**config.mk**
```make
export PLATFORM = sky130hd
export DESIGN_NAME = load_store_unit
export DESIGN_NICKNAME = d
export VERILOG_FILES = /design/src/rtl/load_store_unit.sv
export SDC_FILE = /design/constraint.sdc
export NUM_CORES = 1
export LEC_CHECK = 0
export CORE_MARGIN = 5
export CORE_UTILIZATION = 43
export CTS_BUF_LIST = sky130_fd_sc_hd__clkbuf_4 sky130_fd_sc_hd__clkbuf_8
export CTS_CLUSTER_SIZE = 14
export DETAILED_ROUTE_END_ITERATION = 10
export PLACE_DENSITY_LB_ADDON = 0.12
export SYNTH_ARGS = -nofsm -noshare
export SYNTH_HDL_FRONTEND = slang
export SYNTH_SLANG_ARGS = --single-unit
```
**constraint.sdc**
```tcl
create_clock -name CLK -period 4.25 [get_ports CLK]
set_clock_uncertainty 0.15 [all_clocks]
set_input_delay 0.85 -clock CLK [delete_from_list [all_inputs] [get_ports CLK]]
set_output_delay 0.85 -clock CLK [all_outputs]
set_load 0.02 [all_outputs]
```
**src/rtl/load_store_unit.sv**
```systemverilog
// Memory-access stage: turns byte/halfword/word loads and stores into word-only
// read/write cycles, with read-modify-write for sub-word stores.
module load_store_unit #(
  parameter int DATA_MEM_WIDTH = 3
) (
  input  logic        CLK,
  input  logic        reset,
  input  logic        req_valid,
  output logic        req_ready,
  input  logic        req_write,
  input  logic [1:0]  req_size,
  input  logic        req_unsigned,
  input  logic [31:0] req_addr,
  input  logic [31:0] req_wdata,
  input  logic [4:0]  req_rd,
  output logic [31:0] mem_address,
  output logic [31:0] mem_write_data,
  output logic        mem_MemWrite,
  output logic        mem_MemRead,
  input  logic [31:0] mem_read_data,
  output logic        resp_valid,
  output logic [31:0] resp_data,
  output logic [4:0]  resp_rd,
  output logic        resp_fault
);

  // Word aliasing above 2^DATA_MEM_WIDTH is the memory's business; only sanity-check the width.
  if (DATA_MEM_WIDTH < 1 || DATA_MEM_WIDTH > 30) begin : g_bad_width
    $error("DATA_MEM_WIDTH out of range");
  end

  localparam logic [2:0] IDLE  = 3'd0;
  localparam logic [2:0] RD    = 3'd1;
  localparam logic [2:0] RWAIT = 3'd2;
  localparam logic [2:0] WR    = 3'd3;
  localparam logic [2:0] RESP  = 3'd4;

  logic [2:0]  state;
  logic        wr_q, uns_q;
  logic [1:0]  size_q, off_q;
  logic [15:0] wdata_q;
  logic [4:0]  rd_q;
  logic        fault_in;
  logic [7:0]  ld_byte;
  logic [15:0] ld_half;
  logic [31:0] load_fmt, store_merge;

  assign req_ready    = (state == IDLE);
  assign mem_MemRead  = (state == RD);
  assign mem_MemWrite = (state == WR);
  assign resp_valid   = (state == RESP);

  always_comb begin
    fault_in = (req_size == 2'b11) ||
               (req_size == 2'b01 && req_addr[0]) ||
               (req_size == 2'b10 && req_addr[1:0] != 2'b00);
  end

  always_comb begin
    ld_byte = mem_read_data[{off_q, 3'b000} +: 8];
    ld_half = off_q[1] ? mem_read_data[31:16] : mem_read_data[15:0];
    case (size_q)
      2'b00:   load_fmt = uns_q ? {24'b0, ld_byte} : {{24{ld_byte[7]}}, ld_byte};
      2'b01:   load_fmt = uns_q ? {16'b0, ld_half} : {{16{ld_half[15]}}, ld_half};
      default: load_fmt = mem_read_data;
    endcase
  end

  // Only sub-word stores reach the merge; word stores bypass the read.
  always_comb begin
    store_merge = mem_read_data;
    if (size_q == 2'b00) store_merge[{off_q, 3'b000} +: 8] = wdata_q[7:0];
    else                 store_merge[{off_q[1], 4'b0000} +: 16] = wdata_q;
  end

  always_ff @(posedge CLK or posedge reset) begin
    if (reset) begin
      state          <= IDLE;
      wr_q           <= 1'b0;
      uns_q          <= 1'b0;
      size_q         <= 2'b00;
      off_q          <= 2'b00;
      wdata_q        <= '0;
      rd_q           <= '0;
      mem_address    <= '0;
      mem_write_data <= '0;
      resp_data      <= '0;
      resp_rd        <= '0;
      resp_fault     <= 1'b0;
    end else begin
      case (state)
        IDLE: if (req_valid) begin
          wr_q        <= req_write;
          uns_q       <= req_unsigned;
          size_q      <= req_size;
          off_q       <= req_addr[1:0];
          wdata_q     <= req_wdata[15:0];
          rd_q        <= req_rd;
          mem_address <= {2'b00, req_addr[31:2]};
          if (fault_in) begin
            resp_data  <= '0;
            resp_rd    <= req_rd;
            resp_fault <= 1'b1;
            state      <= RESP;
          end else if (req_write && req_size == 2'b10) begin
            mem_write_data <= req_wdata;
            state          <= WR;
          end else begin
            state <= RD;
          end
        end
        RD: state <= RWAIT;
        RWAIT: if (wr_q) begin
          mem_write_data <= store_merge;
          state          <= WR;
        end else begin
          resp_data  <= load_fmt;
          resp_rd    <= rd_q;
          resp_fault <= 1'b0;
          state      <= RESP;
        end
        WR: begin
          resp_data  <= '0;
          resp_rd    <= rd_q;
          resp_fault <= 1'b0;
          state      <= RESP;
        end
        default: state <= IDLE;
      endcase
    end
  end

endmodule
```
Word-level counts from Yosys, hierarchy flattened

Index checks and enable logic that the tools add are counted.

Equal/unequal tests: 14
Reduce and logical (&&, ||, !) cells: 13
Add/sub/neg operators: 2
Muxes and demuxes: 29
Shift operators: 5

Operators with widths:

| operator                | count |
|---|---|
| $mux 32                 | 10 |
| $pmux 32 s2             | 2 |
| $pmux 32 s3             | 1 |
| $bwmux 32               | 2 |
| $shift 16x7->32 const A | 1 |
| $shift 8x7->32 const A  | 1 |
| $shiftx 16x7->32        | 1 |
| $shiftx 32x6->8         | 1 |
| $shiftx 8x7->32         | 1 |
| $mux 16                 | 1 |
| $mux 5                  | 3 |
| $pmux 5 s3              | 1 |
| $neg 5->7               | 2 |
| $pmux 3 s4              | 1 |
| $mux 3                  | 3 |
| $ne 2x2->1 const B      | 4 |
| $eq 3x2->1 const B      | 2 |
| $reduce_and 5->1        | 1 |
| $eq 2x1->1 const B      | 2 |
| $eq 2x2->1 const B      | 2 |
| $ne 2x1->1 const B      | 2 |
| $reduce_and 4->1        | 1 |
| $reduce_bool 2->1       | 2 |
| $eq 3x1->1 const B      | 1 |
| 10 further kinds        | 15 |

Logic and storage cells: 75
Input bits: 108
Output and inout bits: 106
Register bits: 130

Logic depth before layout (Yosys ltp)

Depth after elaboration: 7
Mapped depth: 9
Mapped depth without buffers: 6

Least setup slack after synthesis

OpenSTA, ideal clock, no wires.

Path kind: register -> register
Start point: register off_q[1]
End point: register mem_write_data[28]
Cell stages (with the launch flop): 10
Path buffers: 3
Required time: 4.005 ns
Arrival: 2.569 ns
Period minus slack after synthesis: 2.814 ns
Setup time: 0.095 ns
Slack: 1.436 ns
Path through: dfrtp_1 > buf_6 > buf_2 > inv_1 > clkbuf_1 > ha_1 > or4b_1 > nor3_1 > a221oi_1 > o31ai_1

Longest elaborated chain between the ends: 6
Elaborated cells on any way between the ends: 11
Classes of those cells: add/sub: 2; shift: 4; mux: 5

Ends and longest elaborated chain:

| item                                           | RTL line | source |
|---|---|---|
| start, declared                                | 40       | `logic [1:0] size_q, off_q;` |
| start signal, assigned                         | 96       | `off_q <= req_addr[1:0];` |
| $neg 5->7, on equally long branches            | 73, 72   |  |
| $shiftx 16x7->32, or another cell as far along | 73       | `else store_merge[{off_q[1], 4'b0000} +: 16] = wdata_q;` |
| $bwmux 32, on equally long branches            | 73, 72   |  |
| $mux 32 *                                      | 72       | `if (size_q == 2'b00) store_merge[{off_q, 3'b000} +: 8] = wdata_q[7:0];` |
| $mux 32 *                                      | 113      | `RWAIT: if (wr_q) begin` |
| $pmux 32 s2 *                                  | 91       | `case (state)` |
| end signal, assigned                           | 106      | `mem_write_data <= req_wdata;` |
| end signal, assigned                           | 114      | `mem_write_data <= store_merge;` |
| end, declared                                  | 17       | `output logic [31:0] mem_write_data,` |

Mark *: on every way between the ends. The rest lies on a longest branch, timed or not. The select of a mux whose other input is x is not followed.
A chain may end at the register's enable or synchronous reset.

Worst setup path after layout

Start point: register state[0]
End point: output port req_ready

Longest elaborated chain between the ends: 1

Ends and longest elaborated chain:

| item                   | RTL line | source |
|---|---|---|
| start, declared        | 38       | `logic [2:0] state;` |
| start signal, assigned | 78       | `state <= IDLE;` |
| start signal, assigned | 104      | `state <= RESP;` |
| start signal, assigned | 107      | `state <= WR;` |
| $logic_not 3->1        | 48       | `assign req_ready = (state == IDLE);` |
| end, declared          | 9        | `output logic req_ready,` |

Every way passes these cells.

==> impl_results.md <==
- Status: finished, final reports clean
- Max-cap violation count: 0
- Die H: 134 um
- Hold-fix buffers, CTS: 0
- Number of buffers and inverters on the critical path: 1
- Layout cells sized above 1: 7.62%
- CP startpoint: state[0]$_DFFE_PP0P_
- Post-synth ARST share: 100%
- Initial antenna violation count: 0
- Pre-Repair DR Iteration Count: 5
- Syn Inst Count: 698
- Clk buf depth: 2
- Worst-path cell chain: or2_1 > nor2_1 > clkdlybuf4s50_1
- Cell Area, Synth: 0.00658 mm2
- CP max stage cell: clkdlybuf4s50_1
- PwrDens: 782 mW/mm2
- Final WL: 22800 um
- Num ports: 214
- Synth Flop Type: dfrtp_1
- Root buf cell: clkbuf_8
- CP endpoint kind: output port
- Slew HR: 30.6%
- Post-synth cell types: 56
- Worst EP required: 3.25 ns
- Nets: 993
- Top delay family on crit path: simple AND/OR/NAND/NOR gates
- I/O Buffers: 211
- RSZ-0062 raised after global routing: no
- Crit path kind: reg2out
- Grt ovf: 0
- Vias in the first global route: 6288
- Ant. Diodes: 0
- Final Setup Violations: 0
- Slew Limit Fails: 0
- Placer congestion estimate: 0.963
- GRT Overall Usage: 25.6%
- Largest net degree at the start of global routing: 131
- Hold Violations, Final: 0
- Mapped Avg Cell Area: 9.43 um2
- Row count: 45
- #FFs+latches synth: 130
- Yosys warns: 0
- Vias/cell: 5.86
- Core Region: 0.0151 mm2
- Worst vdd rail ir drop: 0.346 mV
- CTS Buf Count: 17
- Worst Path Arrival: 2.39 ns
- CP endpoint: req_ready
- Global-route wire length before repair: 35800 um
- Period utilization: 79.7%
- Place WS: 0.757 ns
- H-tree Lvls: 4
- Startpoint Class: flip-flop
- Crit Path Max Fanout: 26
- Die X-Extent: 134 um
- Remaining DRCs: 0
- Post-route ant nets: 0
- CTS clock-pin slew for the worst setup and hold paths: 0.08 ns
- Fill count: 1292
- R2R cell count: 6
- Die area: 0.0179 mm2
- Actual slew at the worst max-slew pin: 1.04 ns
- Post-CTS Setup Bufs: 0
- Setup_tns: 0 ns
- Seq/Total Area, Yosys: 49.4%
- FMAX: 295 MHz
- Leakage: 3.99 nW
- Worst path depth: 3
- Vias: 6325
- Worst reg2reg startpoint: off_q[0]$_DFFE_PP0P_
- Wirelength per Cell: 21.1 um
- Layout area overhead: 40.5%
- PnR worst setup slack: 0.862 ns
- # resized after CTS: 0
- Clock Latency Late Sink: 0.45 ns
- Worst Hold Class: reg2reg
- R2R Setup Slk: 1.19 ns
- Starting density of the core: 43.6%
- 1st-iter DRT viols: 516
- Largest stage delay, worst path: 0.64 ns
- Post-DP HPWL: 16200 um
- Clock Sink Count: 130
- Worst R2R End: mem_write_data[28]$_DFFE_PP0P_
- Post-layout minimum cycle time: 3.39 ns
- CTS tree: done
- Post-synth EDFFs: 0
per-stage QoR:
| stage | hold WS [ns] | cells | area [um2] | util (%) | power, W |
|---|---|---|---|---|---|
| after CTS | 0.335 | 1080 | 9240 | 61.3 | 0.00723 |
| after global routing | 0.358 | 1080 | 9240 | 61.3 | 0.00766 |
| final | 0.332 | 1080 | 9240 | 61.3 | 0.00723 |
| after detailed placement | 0.316 | 1049 | 8770 | 58.1 | 0.00596 |
| after global placement | 0.305 | 1049 | 8770 | 58.1 | 0.00587 |
| after floorplan | 0.292 | 699 | 6590 | - | 0.00438 |
placed cells by master (no fill, tap or decap), types with 10 or more instances in the layout:
cell type	n
o2bb2ai_1	10
clkbuf_8	21
a221o_1	20
a221oi_1	23
o31ai_1	23
o21ai_0	50
clkdlybuf4s50_1	211
mux2_2	18
a21oi_1	42
nand2_1	163
nand3_1	15
dfrtp_1	130
a22oi_1	10
inv_1	13
nor2_1	32
area by class of cell:
cell class	count	area, um2	area share, %
clock buffer	23	304	3.29
clock inverter	8	173	1.87
inverter	14	56.3	0.609
multi-input combinational	498	3030	32.7
sequential	130	3250	35.2
tap	188	235	2.54
timing repair buffer	219	2200	23.8
how the worst min path moves through the flow:
stage          cells after the start                        start                           to  slack (ns)
2_1_floorplan                      2          rd_q[0]$_DFFE_PP0P_          rd_q[0]$_DFFE_PP0P_        0.29
3_3_place_gp                       2          rd_q[4]$_DFFE_PP0P_          rd_q[4]$_DFFE_PP0P_        0.30
3_5_place_dp                       2  mem_address[14]$_DFFE_PP0P_  mem_address[14]$_DFFE_PP0P_        0.32
4_1_cts                            2  mem_address[14]$_DFFE_PP0P_  mem_address[14]$_DFFE_PP0P_        0.33
5_1_grt                            2  mem_address[24]$_DFFE_PP0P_  mem_address[24]$_DFFE_PP0P_        0.36
6_report                           2   mem_address[2]$_DFFE_PP0P_   mem_address[2]$_DFFE_PP0P_        0.33
worst min-delay path, stage by stage, from the launching register on:
cell and delay (ns):
dfrtp_1 0.35, nand2_1 0.05, nand2_1 0.05
flip-flops by register name, indices dropped and copies added, names as in the netlist:
signal / flops
mem_write_data: 32
resp_data: 32
mem_address: 30
wdata_q: 16
rd_q: 5
resp_rd: 5
state: 3
off_q: 2
size_q: 2
resp_fault: 1
uns_q: 1
wr_q: 1
metal layers:
layer | track usage [%] | vias up | share of wire [%]
met1 | 34.6 | 3049 | 42
met4 | 8.17 | 0 | 2.5
met2 | 39.9 | 350 | 46
li1 | - | 2885 | -
met3 | 7.36 | 41 | 8.9
met5 | 0 | - | 0
power by group:
group	switching (W)	internal (W)	total, W
registers	0.000526	0.00179	0.00232
logic	0.00208	0.00156	0.00364
clock network	0.000499	0.000774	0.00127
cell usage after synthesis (3+ instances only):
master     number  share of area (%)
a211o_1         3               0.40
a21oi_1        42                3.2
a221o_1        20                3.0
a221oi_1       23                3.1
a22oi_1        10                1.1
a311o_1         5               0.76
a31oi_1         5               0.48
a32o_1          3               0.46
and3b_1         5               0.67
buf_1           4               0.23
buf_2          12               0.91
buf_4           3               0.34
buf_6           3               0.51
clkbuf_1       35                2.0
dfrtp_1       130                 49
ha_1            5               0.95
inv_1          14               0.80
mux2_2         18                3.1
mux2i_1         9                1.4
nand2_1       164                9.4
nand3_1        15                1.1
nor2_1         32                1.8
nor2b_1         7               0.67
nor3_1          3               0.23
nor3b_1         3               0.34
o21a_1          7               0.80
o21ai_0        50                3.8
o221ai_1        4               0.53
o2bb2ai_1      10                1.3
o31ai_1        23                2.6
cell families after synthesis:
group / synth area share [%]
other: 0.0570
flip-flops: 49.4
adder cells (fa/ha/maj): 0.951
AO/OA/AOI/OAI: 24.0
multiplexers: 4.68
buffers and inverters: 4.79
AND/OR/NAND/NOR: 16.1
No activity file was read; power rests on OpenSTA's default activity.
